<file path="src/rtl/xy_datamux_pipe.sv">
// xy_datamux_pipe: NCH independent X/Y register channels. Each channel can be loaded
// directly by the GPU or incremented through a two-stage ADDQ pipeline. Increments
// either wrap or saturate, as selected by the SAT parameter.
//
// Ports:
//   sys_clk, reset       single clock; synchronous active-high reset
//   gpu_din/gpu_wr/gpu_ch GPU load: X = gpu_din[W-1:0], Y = gpu_din[2W-1:W]
//   addq_req/ch/x/y      increment request, held by the requester until addq_ack
//   addq_ack             combinational; the request is taken at the coming edge
//   data_x/data_y        registered X/Y, channel n in bits [n*W +: W]
//   upd                  one-cycle pulse for each channel written at the previous edge
//   busy                 stage 1 holds an accepted increment
module xy_datamux_pipe #(
  parameter int unsigned W   = 16,
  parameter int unsigned NCH = 2,
  parameter bit          SAT = 1'b0
) (
  input  logic                                 sys_clk,
  input  logic                                 reset,
  input  logic [2*W-1:0]                       gpu_din,
  input  logic                                 gpu_wr,
  input  logic [((NCH > 1) ? $clog2(NCH) : 1)-1:0] gpu_ch,
  input  logic                                 addq_req,
  input  logic [((NCH > 1) ? $clog2(NCH) : 1)-1:0] addq_ch,
  input  logic [W-1:0]                         addq_x,
  input  logic [W-1:0]                         addq_y,
  output logic                                 addq_ack,
  output logic [NCH*W-1:0]                     data_x,
  output logic [NCH*W-1:0]                     data_y,
  output logic [NCH-1:0]                       upd,
  output logic                                 busy
);

  localparam int unsigned CW = (NCH > 1) ? $clog2(NCH) : 1;

  // Signed add in W+1 bits; on overflow the extra sign bit picks the clamp direction.
  function automatic logic [W-1:0] add_w(input logic [W-1:0] a, input logic [W-1:0] b);
    logic [W:0] s;
    s = {a[W-1], a} + {b[W-1], b};
    if (SAT && (s[W] != s[W-1])) begin
      add_w = s[W] ? {1'b1, {(W-1){1'b0}}} : {1'b0, {(W-1){1'b1}}};
    end else begin
      add_w = s[W-1:0];
    end
  endfunction

  logic [NCH*W-1:0] x_q, x_d, y_q, y_d;
  logic [NCH-1:0]   upd_q, upd_d;
  logic             s1_vld_q, s1_vld_d;
  logic [CW-1:0]    s1_ch_q, s1_ch_d;
  logic [W-1:0]     s1_x_q, s1_x_d, s1_y_q, s1_y_d;
  logic             addq_ch_ok;

  assign addq_ch_ok = (32'(addq_ch) < NCH);
  assign addq_ack   = addq_req & ~gpu_wr & ~reset & addq_ch_ok;

  always_comb begin
    x_d      = x_q;
    y_d      = y_q;
    upd_d    = '0;
    s1_vld_d = addq_ack;
    s1_ch_d  = addq_ch;
    s1_x_d   = addq_x;
    s1_y_d   = addq_y;
    for (int unsigned n = 0; n < NCH; n++) begin
      // Writeback reads the registers as they stand at this edge, so back-to-back
      // increments to one channel chain through the previous result.
      if (s1_vld_q && (s1_ch_q == CW'(n))) begin
        x_d[n*W +: W] = add_w(x_q[n*W +: W], s1_x_q);
        y_d[n*W +: W] = add_w(y_q[n*W +: W], s1_y_q);
        upd_d[n]      = 1'b1;
      end
      // GPU load is applied last so it overrides a same-channel writeback.
      // Channel codes >= NCH match no n and are dropped.
      if (gpu_wr && (gpu_ch == CW'(n))) begin
        x_d[n*W +: W] = gpu_din[W-1:0];
        y_d[n*W +: W] = gpu_din[2*W-1:W];
        upd_d[n]      = 1'b1;
      end
    end
  end

  always_ff @(posedge sys_clk) begin
    if (reset) begin
      x_q      <= '0;
      y_q      <= '0;
      upd_q    <= '0;
      s1_vld_q <= 1'b0;
      s1_ch_q  <= '0;
      s1_x_q   <= '0;
      s1_y_q   <= '0;
    end else begin
      x_q      <= x_d;
      y_q      <= y_d;
      upd_q    <= upd_d;
      s1_vld_q <= s1_vld_d;
      s1_ch_q  <= s1_ch_d;
      s1_x_q   <= s1_x_d;
      s1_y_q   <= s1_y_d;
    end
  end

  assign data_x = x_q;
  assign data_y = y_q;
  assign upd    = upd_q;
  assign busy   = s1_vld_q;

endmodule

</file>
<file path="config.mk">
export PLATFORM = sky130hd
export DESIGN_NAME = xy_datamux_pipe
export DESIGN_NICKNAME = d
export VERILOG_FILES = /design/src/rtl/xy_datamux_pipe.sv
export SDC_FILE = /design/constraint.sdc
export NUM_CORES = 1
export LEC_CHECK = 0
export ABC_AREA = 1
export BUFFER_PORTS_ARGS = -buffer_cell sky130_fd_sc_hd__buf_4
export CORE_ASPECT_RATIO = 1.75
export CORE_MARGIN = 2
export CORE_UTILIZATION = 60
export DETAILED_ROUTE_END_ITERATION = 6
export GPL_TIMING_DRIVEN = 0
export PLACE_DENSITY = 0.95
export SYNTH_ARGS = -nofsm -noshare
export SYNTH_HDL_FRONTEND = slang
export SYNTH_SLANG_ARGS = --single-unit
</file>
<file path="constraint.sdc">
create_clock -name sys_clk -period 5.65 [get_ports sys_clk]
set_clock_uncertainty 0.1 [all_clocks]
set_input_delay 0.565 -clock sys_clk [delete_from_list [all_inputs] [get_ports sys_clk]]
set_output_delay 0.565 -clock sys_clk [all_outputs]
set_load 0.02 [all_outputs]
</file>
# Yosys cells after proc, flatten, opt, wreduce, memory -nomap -nowiden
# Cells that the tools add are included.
[word_totals] word_cells=37 output_inout_bits=68 ff_bits=100 in_bits=70
[classes] n_reduce_logical=6 n_addsub=4 muxes=12 bitwise=6
[op_table] op="$mux W16" count=8
[op_table] op="$add A16 B16 Y16" count=4
[op_table] op="$logic_and A1 B1 Y1" count=4
[op_table] op="$mux W1" count=4
[op_table] op="$not A1 Y1" count=4
[op_table] op="$reduce_bool A2 Y1" count=2
[op_table] op="$and A1 B1 Y1" count=2

# Longest topological paths before layout
[logic_depth] ltp_word=4 depth_mapped=11 depth_no_buf=11

# Worst setup path before layout
# Ideal clock, no wire load.
[synth_timing] path_kind="flip-flop to flip-flop" startpoint="register x_q[16], in the netlist data_x[16]" endpoint="register x_q[22], in the netlist data_x[22]" path_slack_ns=3.675 n_path_buf=0 period_less_slack_ns=1.975 setup_time_ns=0.128 stages_incl_launch_ff=10 arrival_ns=1.747 required_time_ns=5.422 cell_sequence="dfxtp_1 > ha_1 > fa_1 > nand2_1 > nand3_1 > nand3_1 > nand2_1 > or2_2 > a31oi_1 > nor2_1"
[synth_via] elab_chain_cells=3
[synth_lines] item="from (decl)" line_no="47" source="logic [NCH*W-1:0] x_q, x_d, y_q, y_d;"
[synth_lines] item="from (signal assigned)" line_no="85" source="x_q <= '0;"
[synth_lines] item="from (signal assigned)" line_no="93" source="x_q <= x_d;"
[synth_lines] item="$add A16 B16 Y16" line_no="39" source="s = {a[W-1], a} + {b[W-1], b};"
[synth_lines] item="$mux W16" line_no="68" source="if (s1_vld_q && (s1_ch_q == CW'(n))) begin"
[synth_lines] item="$mux W16" line_no="75" source="if (gpu_wr && (gpu_ch == CW'(n))) begin"
# Every way passes these cells. The select of a mux whose other input is x is not followed.
# A chain may end at the register's enable or synchronous reset.

# Final worst setup path
[layout_timing] startpoint="input reset" endpoint="output addq_ack"
[layout_via] elab_chain_cells=2
[layout_lines] item="from (decl)" line_no="19" source="input logic reset,"
[layout_lines] item="$not A1 Y1" line_no="55" source="assign addq_ack = addq_req & ~gpu_wr & ~reset & addq_ch_ok;"
[layout_lines] item="$and A1 B1 Y1" line_no="55"
[layout_lines] item="to (decl)" line_no="27" source="output logic addq_ack,"
# Every way passes these cells.

==> metrics.txt <==
combinational group share of total power=23.8%; top area cells in the synthesized netlist=sky130_fd_sc_hd__dfxtp_1 27%, sky130_fd_sc_hd__nand2_1 22%, sky130_fd_sc_hd__inv_1 13%, sky130_fd_sc_hd__ha_1 10%, sky130_fd_sc_hd__a21oi_1 5.3%; count of cell types in the netlist=29; Psw=approximately 630 µW; post-synthesis to final-layout area growth=20.5%; antenna diode count=0; endpoint of the most critical register-to-register path=data_x[22]; FF/Latch Area=0.00200 mm²; internal cell power=1.23 mW; Hold Fails Final Rpt=0; Layout fillers=1015; Overall Global Routing Usage=37.7%; 1st-pass router iterations=6; synthesized flop and latch total=100; relative slew slack=51.2%; Std-Cell Rows=53; via count=8313; final weighted congestion in routability-driven placement=0.977; number of cells upsized or downsized after cts=0; Max Clock Freq=409 MHz; minimum setup slack among reg-to-reg paths=roughly 3.5 ns; Post-Synthesis Cell Area=approximately 0.0074 mm²; via/cell ratio=5.39; Final #Nets=1507; Num Clock Sinks=100; Crit path required time=4.99 ns; switching part of the total power=33.8%; number of buffers inserted to repair setup after CTS=0; total gr overflow=0; critical path startpoint category=input pin; clock-pin slew on the worst setup and hold paths=~0.080 ns; count of input and output buffers=136; startpoint of the tightest hold check path=addq_x[3]; number of DRC violations after detailed routing=0; Critical Path AT=1.78 ns; Sum Neg Setup Slack=0 ns; Period Utilization, post-route=between 40% and 50%; max-cap viol count=0; vias in the first global route=8107; static leakage=5.07 nW; initial antenna violation count=0; Min-Delay Path Class=input pin to register; clock group share of total power=around 34%; minimum clock period after layout=2.44 ns; Avg Inst Size Synth=~6 µm²; Worst R2R Path Depth=9; Die X=87.9 µm; post-detail-place hpwl=about 19 mm; cell at the root of the clock tree=sky130_fd_sc_hd__clkbuf_16; Seq pwr share=42.1%; largest fanout on the critical path=10; clock insertion delay at the later pin of the skew report=0.36 ns; slew at the pin closest to its max-slew limit=between 0.7 and 0.8 ns; setup violation total in the final timing report=0; proportion of netlist area held by the largest area contributor=27.1%; Antenna Nets Post-Route=0; Max clock buf depth=2; clock tree from TritonCTS=done; share of layout cells above drive strength 1=13.1%; number of buffers added by the clock tree synthesis step=9; pin count of the biggest net entering global routing=19; count of yosys warnings during synthesis=0; kind of capture point of the worst setup path=primary output; RSZ-0062 raised after global routing=no; Wirelength per Cell=16.0 µm; die boundary height=151 µm; 1st-iter DRT viols=556; H-tree lvl count=3; part of the Yosys area used for sequential elements=27.1%; Final Max Tran Viols=0; wire length of the first global-routing pass=between 30 and 40 mm; Power per Cell Area=~210 mW/mm²; top-level I/O count=138; number of cells traversed by the worst hold path=3; post-synthesis cell count=1226; result of the run=finished, final reports clean; category of the most critical setup path=input pin to primary output; largest area contributor in the synthesized netlist=sky130_fd_sc_hd__dfxtp_1; Hold Path Sink=s1_x_q[3]; Overall Power=~1.9 mW; multi-input gate area in the final layout=0.00429 mm²; Placeable Area=about 0.012 mm²; quantity of hold-fixing buffers added after cts=0; total routed wirelength=24.7 mm; area enclosed by the die boundary=0.0132 mm²; syn_nets=1360; largest voltage drop on the vdd net=0.136 mV; startpoint of the worst register-to-register path=data_x[16]; starting utilization of the core area=61.5%
[per-stage QoR]
step	setup WS (ns)	util [%]	cells	hold slack, ns	cell area (µm²)
CTS	3.24	74.1	1543	0.309	8890
detailed placement	3.24	71.7	1527	0.396	8610
global route	3.15	74.1	1543	0.311	8890
global placement	3.24	71.7	1527	0.385	8610
floorplan	3.67	-	1226	0.466	7380
finish	3.21	74.1	1543	0.302	8890
[layer usage]
layer	global-route usage (%)	part of all wire [%]
met1	36.4	34
met2	69.8	52
met3	4.88	5.8
met4	28.4	7.9
met5	0	0
[how the worst max path moves through the flow]
stage / startpoint / end / slack, ns / cells after the start
detailed placement: reset / addq_ack / 3.24 / 4
floorplan: data_x[16] / data_x[22] / 3.67 / 9
global route: reset / addq_ack / 3.15 / 4
CTS: reset / addq_ack / 3.24 / 4
finish: reset / addq_ack / 3.21 / 4
global placement: reset / addq_ack / 3.24 / 4
[critical path, cell delays in order]
cell and delay, ns:
sky130_fd_sc_hd__clkbuf_1 0.41, sky130_fd_sc_hd__clkbuf_1 0.51, sky130_fd_sc_hd__nor2_1 0.10, sky130_fd_sc_hd__buf_4 0.18
[logic make-up after synthesis]
kind of cell	count (synthesis)	synth area share [%]
simple gates	610	33.4
buf+inv	281	14.8
compound gates	146	10.4
flops	100	27.1
fa+ha+maj	64	11.3
xor+xnor	25	2.97
[cell usage in the layout (no fill, tap or decap), types with 2 or more instances in the layout]
cell,n
sky130_fd_sc_hd__nand2_1,424
sky130_fd_sc_hd__inv_1,249
sky130_fd_sc_hd__buf_4,139
sky130_fd_sc_hd__dfxtp_1,100
sky130_fd_sc_hd__a21oi_1,78
sky130_fd_sc_hd__nor2_1,77
sky130_fd_sc_hd__nand3_1,77
sky130_fd_sc_hd__ha_1,60
sky130_fd_sc_hd__o21ai_0,25
sky130_fd_sc_hd__a31oi_1,22
sky130_fd_sc_hd__o21ai_1,19
sky130_fd_sc_hd__xor2_1,18
sky130_fd_sc_hd__clkbuf_1,12
sky130_fd_sc_hd__nor3_1,12
sky130_fd_sc_hd__buf_2,11
sky130_fd_sc_hd__clkbuf_16,9
sky130_fd_sc_hd__nand3b_1,7
sky130_fd_sc_hd__xnor2_1,7
sky130_fd_sc_hd__or2_2,5
sky130_fd_sc_hd__nand4_1,4
sky130_fd_sc_hd__fa_1,4
sky130_fd_sc_hd__inv_2,3
sky130_fd_sc_hd__buf_6,2
sky130_fd_sc_hd__clkinvlp_4,2
sky130_fd_sc_hd__inv_8,2
[layout make-up]
type | count | share of cell area [%]
Buffer | 29 | 1.67
Clock buffer | 9 | 2.53
Clock inverter | 7 | 0.675
Inverter | 252 | 10.6
Multi-Input combinational cell | 845 | 48.2
Sequential cell | 100 | 22.5
Tap cell | 165 | 2.32
Timing Repair Buffer | 136 | 11.5
[registers in the layout (all words and copies together), names as in the netlist]
name,cells
busy,1
data_x,32
data_y,32
s1_ch_q,1
s1_x_q,16
s1_y_q,16
upd,2
[synth_stat cells]
master and n:
sky130_fd_sc_hd__nand3_1 77, sky130_fd_sc_hd__dfxtp_1 100, sky130_fd_sc_hd__inv_2 3, sky130_fd_sc_hd__inv_1 249
sky130_fd_sc_hd__buf_6 2, sky130_fd_sc_hd__a31oi_1 22, sky130_fd_sc_hd__buf_1 1, sky130_fd_sc_hd__clkbuf_1 12
sky130_fd_sc_hd__nor3_1 12, sky130_fd_sc_hd__buf_4 3, sky130_fd_sc_hd__nor2_2 1, sky130_fd_sc_hd__fa_1 4
sky130_fd_sc_hd__nor2_1 77, sky130_fd_sc_hd__ha_1 60, sky130_fd_sc_hd__o21ai_2 1, sky130_fd_sc_hd__nand3b_1 7
sky130_fd_sc_hd__nand4_1 4, sky130_fd_sc_hd__buf_2 11, sky130_fd_sc_hd__nor2_4 1, sky130_fd_sc_hd__a32o_1 1
sky130_fd_sc_hd__or2_2 5, sky130_fd_sc_hd__o21ai_0 25, sky130_fd_sc_hd__xor2_1 18, sky130_fd_sc_hd__o21ai_1 19
sky130_fd_sc_hd__xnor2_1 7, sky130_fd_sc_hd__nand3_2 1, sky130_fd_sc_hd__nand2_1 424, sky130_fd_sc_hd__nand2_2 1
sky130_fd_sc_hd__a21oi_1 78
[power by group through the flow]
stage               Sequential, mW  Combinational (mW)  Clock (mW)
floorplan                    0.816               0.245           0
finish                       0.781               0.441       0.631
global placement             0.794               0.421           0
global route                 0.784               0.486       0.650
CTS                          0.779               0.435       0.619
detailed placement           0.795               0.431           0
Note: power is estimated with default switching activity, not from simulation.
